## config.mk

```make
export PLATFORM = sky130hd
export DESIGN_NAME = seq_div_16_8
export DESIGN_NICKNAME = d
export VERILOG_FILES = /design/src/rtl/seq_div_pkg.sv /design/src/rtl/seq_div_16_8_div_step.sv /design/src/rtl/seq_div_16_8.sv
export SDC_FILE = /design/constraint.sdc
export NUM_CORES = 1
export LEC_CHECK = 0
export BUFFER_PORTS_ARGS = -buffer_cell sky130_fd_sc_hd__buf_2
export CORE_MARGIN = 5
export CORE_UTILIZATION = 50
export CTS_CLUSTER_SIZE = 8
export DETAILED_ROUTE_END_ITERATION = 10
export PLACE_DENSITY = 0.77
export SETUP_SLACK_MARGIN = 0.4
export SYNTH_ARGS = -nofsm -noshare
export SYNTH_HDL_FRONTEND = slang
export SYNTH_SLANG_ARGS = --single-unit
```

## constraint.sdc

```tcl
create_clock -name clk -period 2.5 [get_ports clk]
set_input_delay 0.625 -clock clk [delete_from_list [all_inputs] [get_ports clk]]
set_output_delay 0.625 -clock clk [all_outputs]
set_load 0.01 [all_outputs]
```

## src/rtl/seq_div_pkg.sv

```systemverilog
// Shared widths, counter size and FSM encoding for the sequential restoring divider.
package seq_div_pkg;
  localparam int WIDTH_N_DEF = 16;
  localparam int WIDTH_D_DEF = 8;
  localparam int CNT_W_DEF   = $clog2(WIDTH_N_DEF);

  typedef enum logic [1:0] {
    IDLE = 2'd0,
    BUSY = 2'd1,
    DONE = 2'd2
  } state_t;
endpackage

```

## src/rtl/seq_div_16_8_div_step.sv

```systemverilog
// One combinational restoring-division step: shift in a dividend bit, trial-subtract the divisor.
// Zero latency, no flow control; reusable by unrolled or pipelined variants.
module div_step
  import seq_div_pkg::*;
#(
  parameter int WIDTH_D = WIDTH_D_DEF
) (
  input  logic [WIDTH_D:0]   part_in,
  input  logic               bit_in,
  input  logic [WIDTH_D-1:0] divisor,
  output logic [WIDTH_D:0]   part_out,
  output logic               q_bit
);
  logic [WIDTH_D:0] shifted;

  // part_in stays below the divisor, so its top bit only matters if a caller breaks that invariant
  always_comb begin
    shifted  = {part_in[WIDTH_D-1:0], bit_in};
    q_bit    = part_in[WIDTH_D] || (shifted >= {1'b0, divisor});
    part_out = q_bit ? (shifted - {1'b0, divisor}) : shifted;
  end
endmodule

```

## src/rtl/seq_div_16_8.sv

```systemverilog
// Iterative unsigned 16/8 divider: 16 cycles accept-to-valid (next cycle for divide-by-zero).
// Accepts only in IDLE; result held in DONE until out_ready, then returns to IDLE.
module seq_div_16_8
  import seq_div_pkg::*;
#(
  parameter int WIDTH_N = WIDTH_N_DEF,
  parameter int WIDTH_D = WIDTH_D_DEF
) (
  input  logic               clk,
  input  logic               rst,
  input  logic               in_valid,
  output logic               in_ready,
  input  logic [WIDTH_N-1:0] dividend,
  input  logic [WIDTH_D-1:0] divisor,
  output logic               out_valid,
  input  logic               out_ready,
  output logic [WIDTH_N-1:0] quotient,
  output logic [WIDTH_D-1:0] remainder,
  output logic               div_by_zero
);
  localparam int CNT_W = $clog2(WIDTH_N);

  state_t             state_q, state_d;
  logic [WIDTH_N-1:0] dvd_q, dvd_d;
  logic [WIDTH_D-1:0] dvs_q, dvs_d;
  logic [WIDTH_D:0]   part_q, part_d;
  logic [CNT_W-1:0]   cnt_q, cnt_d;
  logic [WIDTH_N-1:0] quotient_q, quotient_d;
  logic [WIDTH_D-1:0] remainder_q, remainder_d;
  logic               dbz_q, dbz_d;

  logic [WIDTH_D:0]   step_part;
  logic               step_q;

  div_step #(.WIDTH_D(WIDTH_D)) u_step (
    .part_in  (part_q),
    .bit_in   (dvd_q[WIDTH_N-1]),
    .divisor  (dvs_q),
    .part_out (step_part),
    .q_bit    (step_q)
  );

  always_ff @(posedge clk) begin
    if (rst) state_q <= IDLE;
    else     state_q <= state_d;
  end

  always_comb begin
    state_d = state_q;
    case (state_q)
      IDLE:    if (in_valid) state_d = (divisor == '0) ? DONE : BUSY;
      BUSY:    if (cnt_q == '0) state_d = DONE;
      DONE:    if (out_ready) state_d = IDLE;
      default: state_d = IDLE;
    endcase
  end

  always_comb begin
    in_ready  = (state_q == IDLE);
    out_valid = (state_q == DONE);
  end

  // Dividend register doubles as the quotient shift register: MSBs leave, quotient bits enter at the LSB
  always_comb begin
    dvd_d       = dvd_q;
    dvs_d       = dvs_q;
    part_d      = part_q;
    cnt_d       = cnt_q;
    quotient_d  = quotient_q;
    remainder_d = remainder_q;
    dbz_d       = dbz_q;
    case (state_q)
      IDLE: begin
        if (in_valid) begin
          dvd_d  = dividend;
          dvs_d  = divisor;
          part_d = '0;
          cnt_d  = CNT_W'(WIDTH_N - 1);
          if (divisor == '0) begin
            quotient_d  = '1;
            remainder_d = dividend[WIDTH_D-1:0];
            dbz_d       = 1'b1;
          end
        end
      end
      BUSY: begin
        dvd_d  = {dvd_q[WIDTH_N-2:0], step_q};
        part_d = step_part;
        cnt_d  = cnt_q - CNT_W'(1);
        if (cnt_q == '0) begin
          quotient_d  = {dvd_q[WIDTH_N-2:0], step_q};
          remainder_d = step_part[WIDTH_D-1:0];
          dbz_d       = 1'b0;
        end
      end
      default: ;
    endcase
  end

  always_ff @(posedge clk) begin
    if (rst) begin
      dvd_q       <= '0;
      dvs_q       <= '0;
      part_q      <= '0;
      cnt_q       <= '0;
      quotient_q  <= '0;
      remainder_q <= '0;
      dbz_q       <= 1'b0;
    end else begin
      dvd_q       <= dvd_d;
      dvs_q       <= dvs_d;
      part_q      <= part_d;
      cnt_q       <= cnt_d;
      quotient_q  <= quotient_d;
      remainder_q <= remainder_d;
      dbz_q       <= dbz_d;
    end
  end

  assign quotient    = quotient_q;
  assign remainder   = remainder_q;
  assign div_by_zero = dbz_q;
endmodule

```

==> metrics.md <==
| Metric | Value |
|---|---|
| Count of input and output buffers | `54` |
| Initial core utilization | `50.71%` |
| Sum of routed wire length over all layers | `7.697 mm` |
| Classification of the worst-slack hold path | `flip-flop to flip-flop` |
| Drt first pass iters | `6` |
| Area growth, synth to finish | `27.88%` |
| Leading cell types by count after synthesis | `73 x nand2_1, 64 x dfxtp_1, 51 x nor2_1, 30 x a21oi_1, 24 x a311oi_1` |
| Number of endpoints with negative hold slack in the final report | `0` |
| Number of top-level pins | `55` |
| Clock latency of the later-clocked register in the worst-skew pair | `0.34 ns` |
| DIE WIDTH | `87.03 µm` |
| Count of cell types in the netlist | `37` |
| Total gr overflow | `0` |
| WL per Instance | `15.21 µm` |
| Combinational Power Share | `38.5%` |
| CTS buffer count | `9` |
| Post-route cell area | `3794 µm²` |
| Biggest cell delay along the critical path | `0.33 ns` |
| Gp weighted congestion | `0.8345` |
| Top cell family by delay on the critical path | `compound AO/OA/AOI/OAI gates` |
| Tightest slew margin relative to the limit | `46.99%` |
| Final ANT Viol Nets | `0` |
| Count of flip-flops with a built-in enable after synthesis | `0` |
| Worst path buffer plus inverter count | `1` |
| Max-capacitance violation count | `0` |
| Largest fanout on the critical path | `8` |
| Synth warn | `0` |
| Areal power density over the cells | `841.5 nW/µm²` |
| Number of instances in the synthesized netlist | `369` |
| CP max stage cell | `dfxtp_1` |
| Count of hold-fix buffers inserted at cts | `0` |
| Maximum count of clock buffers along a single path | `2` |
| Internal Power | `2.036 mW` |
| Vias per std cell | `5.638` |
| Detailed-placement wirelength estimate | `4.933 mm` |
| #FFs+latches synth | `64` |
| Total Routing Usage GR | `19.35%` |
| Standard cell core area | `5851 µm²` |
| First-pass GRT wire length | `11.49 mm` |
| Netlist Area Pre-Place | `2967 µm²` |
| Most instantiated library cell after synthesis | `nand2_1` |
| TritonCTS sink count | `64` |
| Clock-pin slew of the registers on the worst-case setup and hold paths | `0.07 ns` |
| DRC violations left | `0` |
| Standard-cell rows | `28` |
| Diode insertion count for antenna repair | `0` |
| Vias after detailed routing | `2853` |
| Worst setup SP type | `flip-flop` |
| Total chip power | `3.192 mW` |
| Final setup skew | `0.007555 ns` |
| Worst reg-to-reg setup slack | `0.40 ns` |
| Syn nets | `407` |
| Maximum resistive drop on vdd | `0.5248 mV` |
| Minimum period implied by the final worst setup slack | `2.102 ns` |
| Setup-violating endpoint count in the final report | `0` |
| Die extent in y | `87.03 µm` |
| Area leader, netlist | `dfxtp_1` |
| Static leakage | `1.496 nW` |
| Slew Viols, Final | `0` |
| Share of async-settable or async-resettable flops after synthesis | `0%` |
| Floorplan die area | `7573 µm²` |
| Worst Setup End Kind | `flip-flop` |
| Result of the run | `completed` |
| Pin count of the biggest net entering global routing | `53` |
| Portion of the post-synthesis area used by sequential elements | `43.19%` |
| Max Fclk | `475.7 MHz` |
| Worst-Margin Slew | `0.7951 ns` |
| CTS tree | `yes` |
| Setup repair after global routing missed its margin | `true` |
| Placed standard-cell area | `3329 µm²` |
| Synth top area share | `43.19%` |
| Drt first-iter violations | `192` |
| Worst endpoint data arrival time | `2.35 ns` |
| CP Cell Sequence | `inv_1 > ha_4 > a21oi_4 > nand2_1 > o211ai_4 > and2_4 > a31oi_1 > a311oi_1` |
| Reg power frac | `37.9%` |
| Share of the clock period used by the worst path | `84.09%` |
| Most used flip-flop cell after synthesis | `dfxtp_1` |
| Switching power | `1.157 mW` |
| Cell types with the largest area share after synthesis | `dfxtp_1 43%, nand2_1 9.2%, a311oi_1 7.1%, nor2_1 6.5%, a211oi_1 5.1%` |
| Switch share | `36.23%` |
| Total Neg Setup Slack | `0 ns` |
| Deepest level of the CTS H-tree | `3` |
| Number of global-route vias before repair | `2566` |
| Core Util, Final | `64.84%` |
| Fraction of final layout cells sized beyond drive strength 1 | `30.39%` |
| Number of nets in the finished design | `465` |
| Worst Setup Path Type | `flip-flop to flip-flop` |
| Endpoint required time on the critical path | `2.75 ns` |
| Initial antenna violation count | `0` |
| Clock root buffer | `clkbuf_8` |
| Post-Syn Area per Cell | `8.040 µm²` |
| Power share of the clock group | `23.6%` |
[flip-flops by register name, summed over array words and instances (netlist names)]
signal       flops
quotient        16
part_q           9
cnt_q            4
state_q          2
dvd_q           16
div_by_zero      1
dvs_q            8
remainder        8
[cell type report]
cell class | count | area [µm²]
clock buffers | 9 | 123.9
fillers | 456 | 2057
flip-flops and latches | 64 | 1289
multi-input cells | 265 | 1759
well taps | 75 | 93.84
inverters | 14 | 52.55
clock inverters | 6 | 37.54
repair buffers | 73 | 437.9
[tightest hold or removal path, cell delays in order, from the launching register on]
cell and delay (ns):
dfxtp_2 0.32, nand2_1 0.05, a21oi_1 0.05
[path summary, 6_finish.rpt]
check / start / end / cells past startpoint
setup / recovery: dvs_q[6] / remainder[1] / 8
hold / removal: dvs_q[4] / dvs_q[4] / 2
setup reg to reg: dvs_q[6] / remainder[1] / 8
hold reg to reg: dvs_q[4] / dvs_q[4] / 2
[per-layer routing]
layer	up-vias	track usage, %	wire length [µm]
met4	0	10.48	159
met3	15	3.974	433
met2	101	31.61	3723
met5	-	0	0
li1	1416	-	-
met1	1321	23.74	3380
[through the flow]
step | hold WS, ns | std cells | setup WS (ns)
after CTS | 0.4568 | 498 | 0.3905
after floorplan | 0.4266 | 369 | 0.4076
final | 0.4568 | 506 | 0.3977
after global routing | 0.4800 | 506 | 0.2844
after detailed placement | 0.4472 | 481 | 0.1839
after global placement | 0.4456 | 481 | 0.2035
[power groups by stage]
stage | sequential (mW) | combinational (mW) | clock (mW)
floorplan | 1.22 | 0.686 | 0
global placement | 1.22 | 0.859 | 0
detailed placement | 1.22 | 0.871 | 0
CTS | 1.20 | 0.926 | 0.764
global route | 1.23 | 1.33 | 0.815
finish | 1.21 | 1.23 | 0.752
[placed cells by master, fill, tap and decap left out, types with 4 or more instances in the layout]
| master | count |
|---|---|
| a211oi_1 | 16 |
| buf_4 | 17 |
| buf_2 | 54 |
| dfxtp_2 | 6 |
| nor3_1 | 6 |
| nand2_1 | 72 |
| dfxtp_1 | 58 |
| a211oi_2 | 4 |
| inv_1 | 11 |
| ha_4 | 8 |
| clkbuf_8 | 9 |
| a21oi_1 | 26 |
| nor2_1 | 50 |
| a311oi_1 | 22 |
| xnor2_1 | 5 |
[logic make-up after synthesis]
group / Yosys count / synth area share [%]
flip-flops: 64 / 43.19
AND/OR/NAND/NOR: 150 / 21.09
XOR/XNOR: 5 / 1.476
buffers and inverters: 40 / 5.314
AO/OA/AOI/OAI: 99 / 24.12
multiplexers: 1 / 0.3374
adder cells (fa/ha/maj): 10 / 4.471
[timing repair]
item,CTS,global route
gates resized for setup,7,36
endpoints found under the setup margin,8,16
setup buffers,2,8
pin swaps,4,13
Note: power is estimated with default switching activity, not from simulation.
